--- config.mk ---
export PLATFORM = sky130hd
export DESIGN_NAME = regfile_wb_queue
export DESIGN_NICKNAME = d
export VERILOG_FILES = /design/src/rtl/regfile_wb_queue.sv
export SDC_FILE = /design/constraint.sdc
export NUM_CORES = 1
export LEC_CHECK = 0
export CORE_ASPECT_RATIO = 1.5
export CORE_MARGIN = 2
export CORE_UTILIZATION = 38
export CTS_CLUSTER_SIZE = 8
export DETAILED_ROUTE_END_ITERATION = 12
export MAX_ROUTING_LAYER = met4
export SYNTH_ARGS = -nofsm -noshare
export SYNTH_HDL_FRONTEND = slang
export SYNTH_SLANG_ARGS = --single-unit
--- constraint.sdc ---
create_clock -name clk -period 3.7 [get_ports clk]
set_clock_uncertainty 0.15 [all_clocks]
set_input_delay 0.74 -clock clk [delete_from_list [all_inputs] [get_ports clk]]
set_output_delay 0.74 -clock clk [all_outputs]
set_load 0.02 [all_outputs]
--- src/rtl/regfile_wb_queue.sv ---
// Write-back queue for the register file.
// Accepts results from the load path (priority) and the ALU path, one per cycle.
// Stores them in a circular buffer and drains the oldest entry to the single
// regfile write port each cycle. Also answers pending-write lookups so the
// ID stage can resolve hazards against writes still in the queue.
module regfile_wb_queue #(
  parameter int DEPTH  = 4,
  parameter int DATA_W = 32,
  parameter int ADDR_W = 5
) (
  input  logic              clk,
  input  logic              rst,
  input  logic              rdy,
  input  logic              ex_valid,
  input  logic [ADDR_W-1:0] ex_rd,
  input  logic [DATA_W-1:0] ex_data,
  output logic              ex_ready,
  input  logic              lsu_valid,
  input  logic [ADDR_W-1:0] lsu_rd,
  input  logic [DATA_W-1:0] lsu_data,
  output logic              lsu_ready,
  output logic              we,
  output logic [ADDR_W-1:0] waddr,
  output logic [DATA_W-1:0] wdata,
  input  logic [ADDR_W-1:0] q_addr,
  output logic              q_hit,
  output logic [DATA_W-1:0] q_data,
  output logic              busy
);

  localparam int PTR_W = (DEPTH > 1) ? $clog2(DEPTH) : 1;
  localparam int CNT_W = $clog2(DEPTH + 1);

  logic [ADDR_W-1:0] rd_mem   [DEPTH];
  logic [DATA_W-1:0] data_mem [DEPTH];

  logic [PTR_W-1:0]  rd_ptr;
  logic [PTR_W-1:0]  wr_ptr;
  logic [CNT_W-1:0]  count;

  logic              not_full;
  logic              lsu_acc;
  logic              ex_acc;
  logic              enq;
  logic              deq;
  logic [ADDR_W-1:0] enq_rd;
  logic [DATA_W-1:0] enq_data;
  logic [PTR_W-1:0]  idx;

  // Handshake: the load path wins; ALU is held off whenever a load is offered.
  // Both readies are forced low during reset so nothing is accepted on that edge.
  assign not_full  = (count < CNT_W'(DEPTH));
  assign lsu_ready = rdy & ~rst & not_full;
  assign ex_ready  = rdy & ~rst & not_full & ~lsu_valid;
  assign lsu_acc   = lsu_valid & lsu_ready;
  assign ex_acc    = ex_valid & ex_ready;

  assign enq_rd    = lsu_acc ? lsu_rd   : ex_rd;
  assign enq_data  = lsu_acc ? lsu_data : ex_data;

  // Writes to x0 complete the handshake but are never stored.
  assign enq       = (lsu_acc | ex_acc) & (enq_rd != '0);

  // Drain: head entry goes straight to the write port. Gating with ~rst keeps
  // a flushed entry from leaking into the regfile on the reset edge.
  assign busy      = (count != '0);
  assign we        = rdy & ~rst & busy;
  assign deq       = we;
  assign waddr     = busy ? rd_mem[rd_ptr]   : '0;
  assign wdata     = busy ? data_mem[rd_ptr] : '0;

  // Pointer and occupancy bookkeeping; frozen whenever rdy is low.
  always_ff @(posedge clk) begin
    if (rst) begin
      rd_ptr <= '0;
      wr_ptr <= '0;
      count  <= '0;
    end else begin
      if (enq) begin
        wr_ptr <= wr_ptr + PTR_W'(1);
      end
      if (deq) begin
        rd_ptr <= rd_ptr + PTR_W'(1);
      end
      if (enq && !deq) begin
        count <= count + CNT_W'(1);
      end else if (!enq && deq) begin
        count <= count - CNT_W'(1);
      end
    end
  end

  // Entry storage; only the occupancy state above needs reset.
  always_ff @(posedge clk) begin
    if (enq) begin
      rd_mem[wr_ptr]   <= enq_rd;
      data_mem[wr_ptr] <= enq_data;
    end
  end

  // Lookup: scan oldest to youngest so the last match (youngest) wins.
  always_comb begin
    q_hit  = 1'b0;
    q_data = '0;
    idx    = '0;
    for (int i = 0; i < DEPTH; i++) begin
      idx = rd_ptr + PTR_W'(i);
      if ((CNT_W'(i) < count) && (q_addr != '0) && (rd_mem[idx] == q_addr)) begin
        q_hit  = 1'b1;
        q_data = data_mem[idx];
      end
    end
  end

endmodule
Word-level counts from Yosys, hierarchy flattened
Memories as Yosys holds them, arrays and structs flattened. A register that Yosys moved wholly into a read port is not among the register bits.
Cells that the tools add are included.
{ "classes": {"add_sub_neg": 6, "order_cmp": 5, "eq_ne": 4, "n_mux": 20, "n_bitwise": 10, "reduce_logical": 16} }
{ "op_table": {"columns": ["cell", "count"], "rows": [
  ["$mux 32", 6],
  ["$eq 5x5->1", 4],
  ["$logic_and 1x1->1", 10],
  ["$mux 5", 2],
  ["$reduce_bool 5->1", 2],
  ["$mux 2", 4],
  ["$and 1x1->1", 7],
  ["$lt 1x3->1 const A", 2],
  ["$lt 2x3->1 const A", 2],
  ["$mux 1", 6],
  ["$mux 3", 2],
  ["$add 2x1->2 const B", 2],
  ["$add 2x2->2 const B", 2],
  ["$add 3x1->3 const B", 1],
  ["$lt 3x3->1 const B", 1],
  ["$reduce_bool 3->1", 1],
  ["$sub 3x1->3 const B", 1],
  ["$logic_not 1->1", 2],
  ["$not 1->1", 2],
  ["$reduce_bool 2->1", 1],
  ["$or 1x1->1", 1]
]} }
{ "totals": {"regBits": 7, "mem_bits_rw": 148, "in_bits": 84, "out_inout_bits": 74, "wordCells": 66, "n_memories": 2} }
{ "mem_list": {"columns": ["name", "depth", "width", "rd", "rd_ports_with_merged_regs", "write_ports", "line_no", "source"], "rows": [
  ["data_mem", 4, 32, 4, 1, 1, "35", "logic [DATA_W-1:0] data_mem [DEPTH];"],
  ["rd_mem", 4, 5, 4, 1, 1, "34", "logic [ADDR_W-1:0] rd_mem [DEPTH];"]
]} }

Depth between registers and ports, before layout
{ "logic_depth": {"depth_word": 11, "ltp_mapped": 12, "depth_no_buf": 11} }

Least setup slack after synthesis
No wires, ideal clock.
{ "synth_timing": {"path_kind": "input-to-output", "from": "in q_addr[3]", "to": "out q_data[0]", "t_arrival_ns": 2.837, "required_ns": 2.810, "slack_ns": -0.027, "path_stages": 7, "path_buffers": 2, "cell_sequence": "clkbuf_1 -> xnor2_1 -> or3_1 -> a221oi_2 -> a21oi_2 -> clkbuf_1 -> a221oi_1"} }
{ "synth_between": {"elab_chain_len": 7, "elab_cells_between_ends": 17, "cone_classes": "eq/ne: 4; mux: 4; reduce/logical: 9"} }
{ "synth_rtl": {"columns": ["item", "line_no", "source"], "rows": [
  ["start: declaration", "25", "input logic [ADDR_W-1:0] q_addr,"],
  ["$reduce_bool 5->1", "108", "if ((CNT_W'(i) < count) && (q_addr != '0) && (rd_mem[idx] == q_addr)) begin"],
  ["$logic_and 1x1->1 (2 in series)", "108", null],
  ["$mux 32 (3 in series)", "108", null],
  ["$mux 32 *", "108", null],
  ["end: declaration", "27", "output logic [DATA_W-1:0] q_data,"]
]} }
Mark *: on every way between the ends. The rest lies on a longest branch, timed or not.

Worst setup path in the final report
{ "layout_timing": {"from": "in q_addr[2]", "to": "out q_data[11]"} }
Same word-level chain as after synthesis.

==> impl_metrics.env <==
export IMPL_clock_fmax_mhz=248
export IMPL_ios=158
export IMPL_p_seq_share_pct=35.1
export IMPL_async_reset_ff_share_pct=0
export IMPL_yosysUniqueCellTypes=44
export IMPL_firstDrtPassIters=5
export IMPL_grt_pass1_wl_mm=45.8
export IMPL_gp_routability_congestion=0.836
export IMPL_arrival_ns=3.14
export IMPL_power_density_nw_per_um2=414
export IMPL_power_switching_mw=1.85
export IMPL_avgSynthCellArea_um2=12.3
export IMPL_syn_nets=969
export IMPL_worstPathRequired_ns=2.81
export IMPL_post_route_min_period_ns=4.03
export IMPL_hold_viol=0
export IMPL_worst_pin_slew_ns=0.588
export IMPL_power_frac_clock_pct=28.6
export IMPL_final_util_pct=51.0
export IMPL_nets=1165
export IMPL_synthFlopType="edfxtp_1"
export IMPL_worst_hold_path_type="reg2reg"
export IMPL_synth_top_area_share_pct=41.2
export IMPL_r2r_setup_slack_ns=0.67
export IMPL_cts_buffers=17
export IMPL_via_count=8024
export IMPL_relSlewSlack_pct=60.8
export IMPL_synthTopCellsByArea="edfxtp_1 41%, mux4_2 17%, mux2i_1 6.7%"
export IMPL_wirelength_mm=30.0
export IMPL_initial_core_util_pct=38.6
export IMPL_area_growth_synth_to_final_pct=32.3
export IMPL_rsz0062_at_grt="true"
export IMPL_clkLatencyLatePin_ns=0.43
export IMPL_critPathKind="in2out"
export IMPL_grt_start_max_net_pins=66
export IMPL_worstRegToRegCells=12
export IMPL_drc=0
export IMPL_cts_root_buf="clkbuf_16"
export IMPL_p_leak_nw=4.66
export IMPL_ys_ff_latch=157
export IMPL_wl_per_cell_um=20.9
export IMPL_drive_gt1_share_pct=35.6
export IMPL_die_h_um=210
export IMPL_synth_edf_count=148
export IMPL_synth_top_area_cell="edfxtp_1"
export IMPL_finalMaxSlewViolations=0
export IMPL_seq_area_frac_synth_pct=42.9
export IMPL_finalSetupViolCount=32
export IMPL_violations="setup timing"
export IMPL_clkTransAtPathRegs_ns=0.06
export IMPL_hpwl_mm=21.0
export IMPL_p_total_mw=5.91
export IMPL_swShare_pct=31.3
export IMPL_yosysWarnings=0
export IMPL_maxCapViolCount=0
export IMPL_grt_pass1_vias=8301
export IMPL_die_x_um=142
export IMPL_status="finished, violations left"
export IMPL_syn_area_um2=10800
export IMPL_comb_power_share_pct=36.4
export IMPL_gr_total_overflow=0
export IMPL_worstHoldPathCells=2
export IMPL_internal_power_mw=4.06
export IMPL_critPathCaptureType="output port"
export IMPL_crit_fanout=17
export IMPL_cts_tree="yes"
export IMPL_drt_iter0_markers=404
export IMPL_grt_antenna_before_repair=0
export IMPL_io_buffer_count=157
export IMPL_ir_drop_mv=0.329
export IMPL_ctsHtreeMaxLevel=4
export IMPL_antenna_cells=0
export IMPL_clock_sinks=157
export IMPL_vias_per_cell=5.61
export IMPL_start_kind="primary input"
export IMPL_core_area_um2=28000
export IMPL_finalWorstSetupSlack_ns=-0.331
export IMPL_die_area_um2=29800
export IMPL_num_rows=75
export IMPL_final_antenna_net_count=0
export IMPL_fin_crit_sh_pct=109
export IMPL_grt_use_total_pct=21.1
export IMPL_synthCells=876
export IMPL_clockBufferDepth=2
-- Yosys cell counts, types with 2 or more instances --
master,instances
xor2_1,8
nor3_1,34
ha_1,9
xnor2_1,17
nor2_1,105
mux2_2,60
a221oi_2,30
nand2b_1,3
a21o_1,2
nand2_1,69
o21ai_0,33
a221oi_1,2
nand3_1,2
nand4_1,2
buf_6,2
a21oi_1,33
clkbuf_1,49
buf_1,12
inv_1,7
and2_1,42
mux2_1,9
buf_2,13
dfxtp_1,9
edfxtp_1,148
mux4_2,80
buf_8,3
a211o_1,2
or3_1,4
mux2i_1,72
-- worst max-delay path: stages --
cell             delay, ns
clkdlybuf4s50_1       0.54
nor4_4                0.08
or3_1                 0.37
a211o_4               0.38
buf_12                0.18
nor3_2                0.18
mux2i_1               0.10
a221oi_2              0.35
buf_4                 0.21
-- layout by cell type (no fill, tap or decap), types with 9 or more instances in the layout --
| cell | count |
|---|---|
| nor3_2 | 19 |
| a21oi_1 | 33 |
| mux2i_1 | 70 |
| clkbuf_16 | 18 |
| buf_12 | 21 |
| nor3_1 | 14 |
| mux2_2 | 60 |
| buf_6 | 12 |
| nor2_1 | 104 |
| buf_4 | 97 |
| o21ai_0 | 33 |
| edfxtp_1 | 148 |
| xnor2_1 | 15 |
| ha_1 | 9 |
| clkdlybuf4s50_1 | 122 |
| and2_1 | 37 |
| mux4_2 | 81 |
| nand2_1 | 68 |
| a221oi_2 | 29 |
-- cells by family after synthesis --
kind of cell               share of synthesized area [%]
xor gates and xnor gates                            2.03
adders and majority gates                           1.04
DFF                                                 42.9
AOI/OAI and AO/OA                                   7.90
muxes                                               31.1
buffers and inverters                               3.81
and+or+nand+nor                                     11.3
-- sequential cells by signal, summed over array words and instances, names as in the netlist, named ones only --
name and flops:
rd_mem 20, rd_ptr 2, wr_ptr 2, data_mem 128, count 3
-- timing repair --
| item | in CTS | in global routing |
|---|---|---|
| setup endpoints to repair | 34 | 33 |
| hold buffers | 0 | 0 |
| gates resized for setup | 196 | 27 |
| pin swaps | 19 | 15 |
| gates cloned | 1 | 1 |
| setup buffers | 3 | 0 |
-- layout make-up --
| type | count | area [um^2] |
|---|---|---|
| clock buffers | 18 | 429 |
| flip-flops and latches | 157 | 4640 |
| multi-input cells | 631 | 6010 |
| fillers | 2436 | 13700 |
| well taps | 346 | 433 |
| inverters | 8 | 30.0 |
| clock inverters | 14 | 144 |
| repair buffers | 257 | 2590 |
-- power by group through the flow --
stage                     combinational [mW]  clock (mW)  sequential, mW
after detailed placement                2.11           0            2.11
after CTS                               2.14        1.73            2.07
after floorplan                         1.27           0            2.09
after global placement                  2.10           0            2.11
final                                   2.15        1.69            2.07
after global routing                    2.30        1.80            2.08
-- per-layer routing --
| layer | global-route usage (%) | vias to the layer above | routed length [um] |
|---|---|---|---|
| met1 | 22.5 | 4021 | 11000 |
| met2 | 39.0 | 224 | 16900 |
| met4 | 8.62 | 0 | 861 |
| met5 | - | - | 0 |
| met3 | 3.00 | 49 | 1150 |
| li1 | - | 3730 | - |
-- worst paths after layout --
path,start,endpoint
hold / removal,wr_ptr[1],wr_ptr[1]
setup / recovery,q_addr[2],q_data[11]
setup reg to reg,count[2],count[2]
hold reg to reg,wr_ptr[1],wr_ptr[1]
-- stage by stage --
stage | instances | worst slack [ns] | hold slack, ns | TNS [ns] | instance area (um^2)
2_1_floorplan | 876 | 0.106 | 0.368 | 0 | 10800
3_3_place_gp | 1394 | -0.979 | 0.403 | -33.85 | 13500
3_5_place_dp | 1394 | -0.955 | 0.411 | -32.46 | 13500
4_1_cts | 1430 | -0.329 | 0.425 | -8.62 | 14100
5_1_grt | 1431 | -0.394 | 0.490 | -11.02 | 14300
6_report | 1431 | -0.331 | 0.425 | -8.15 | 14300
No activity file was read; power rests on OpenSTA's default activity.
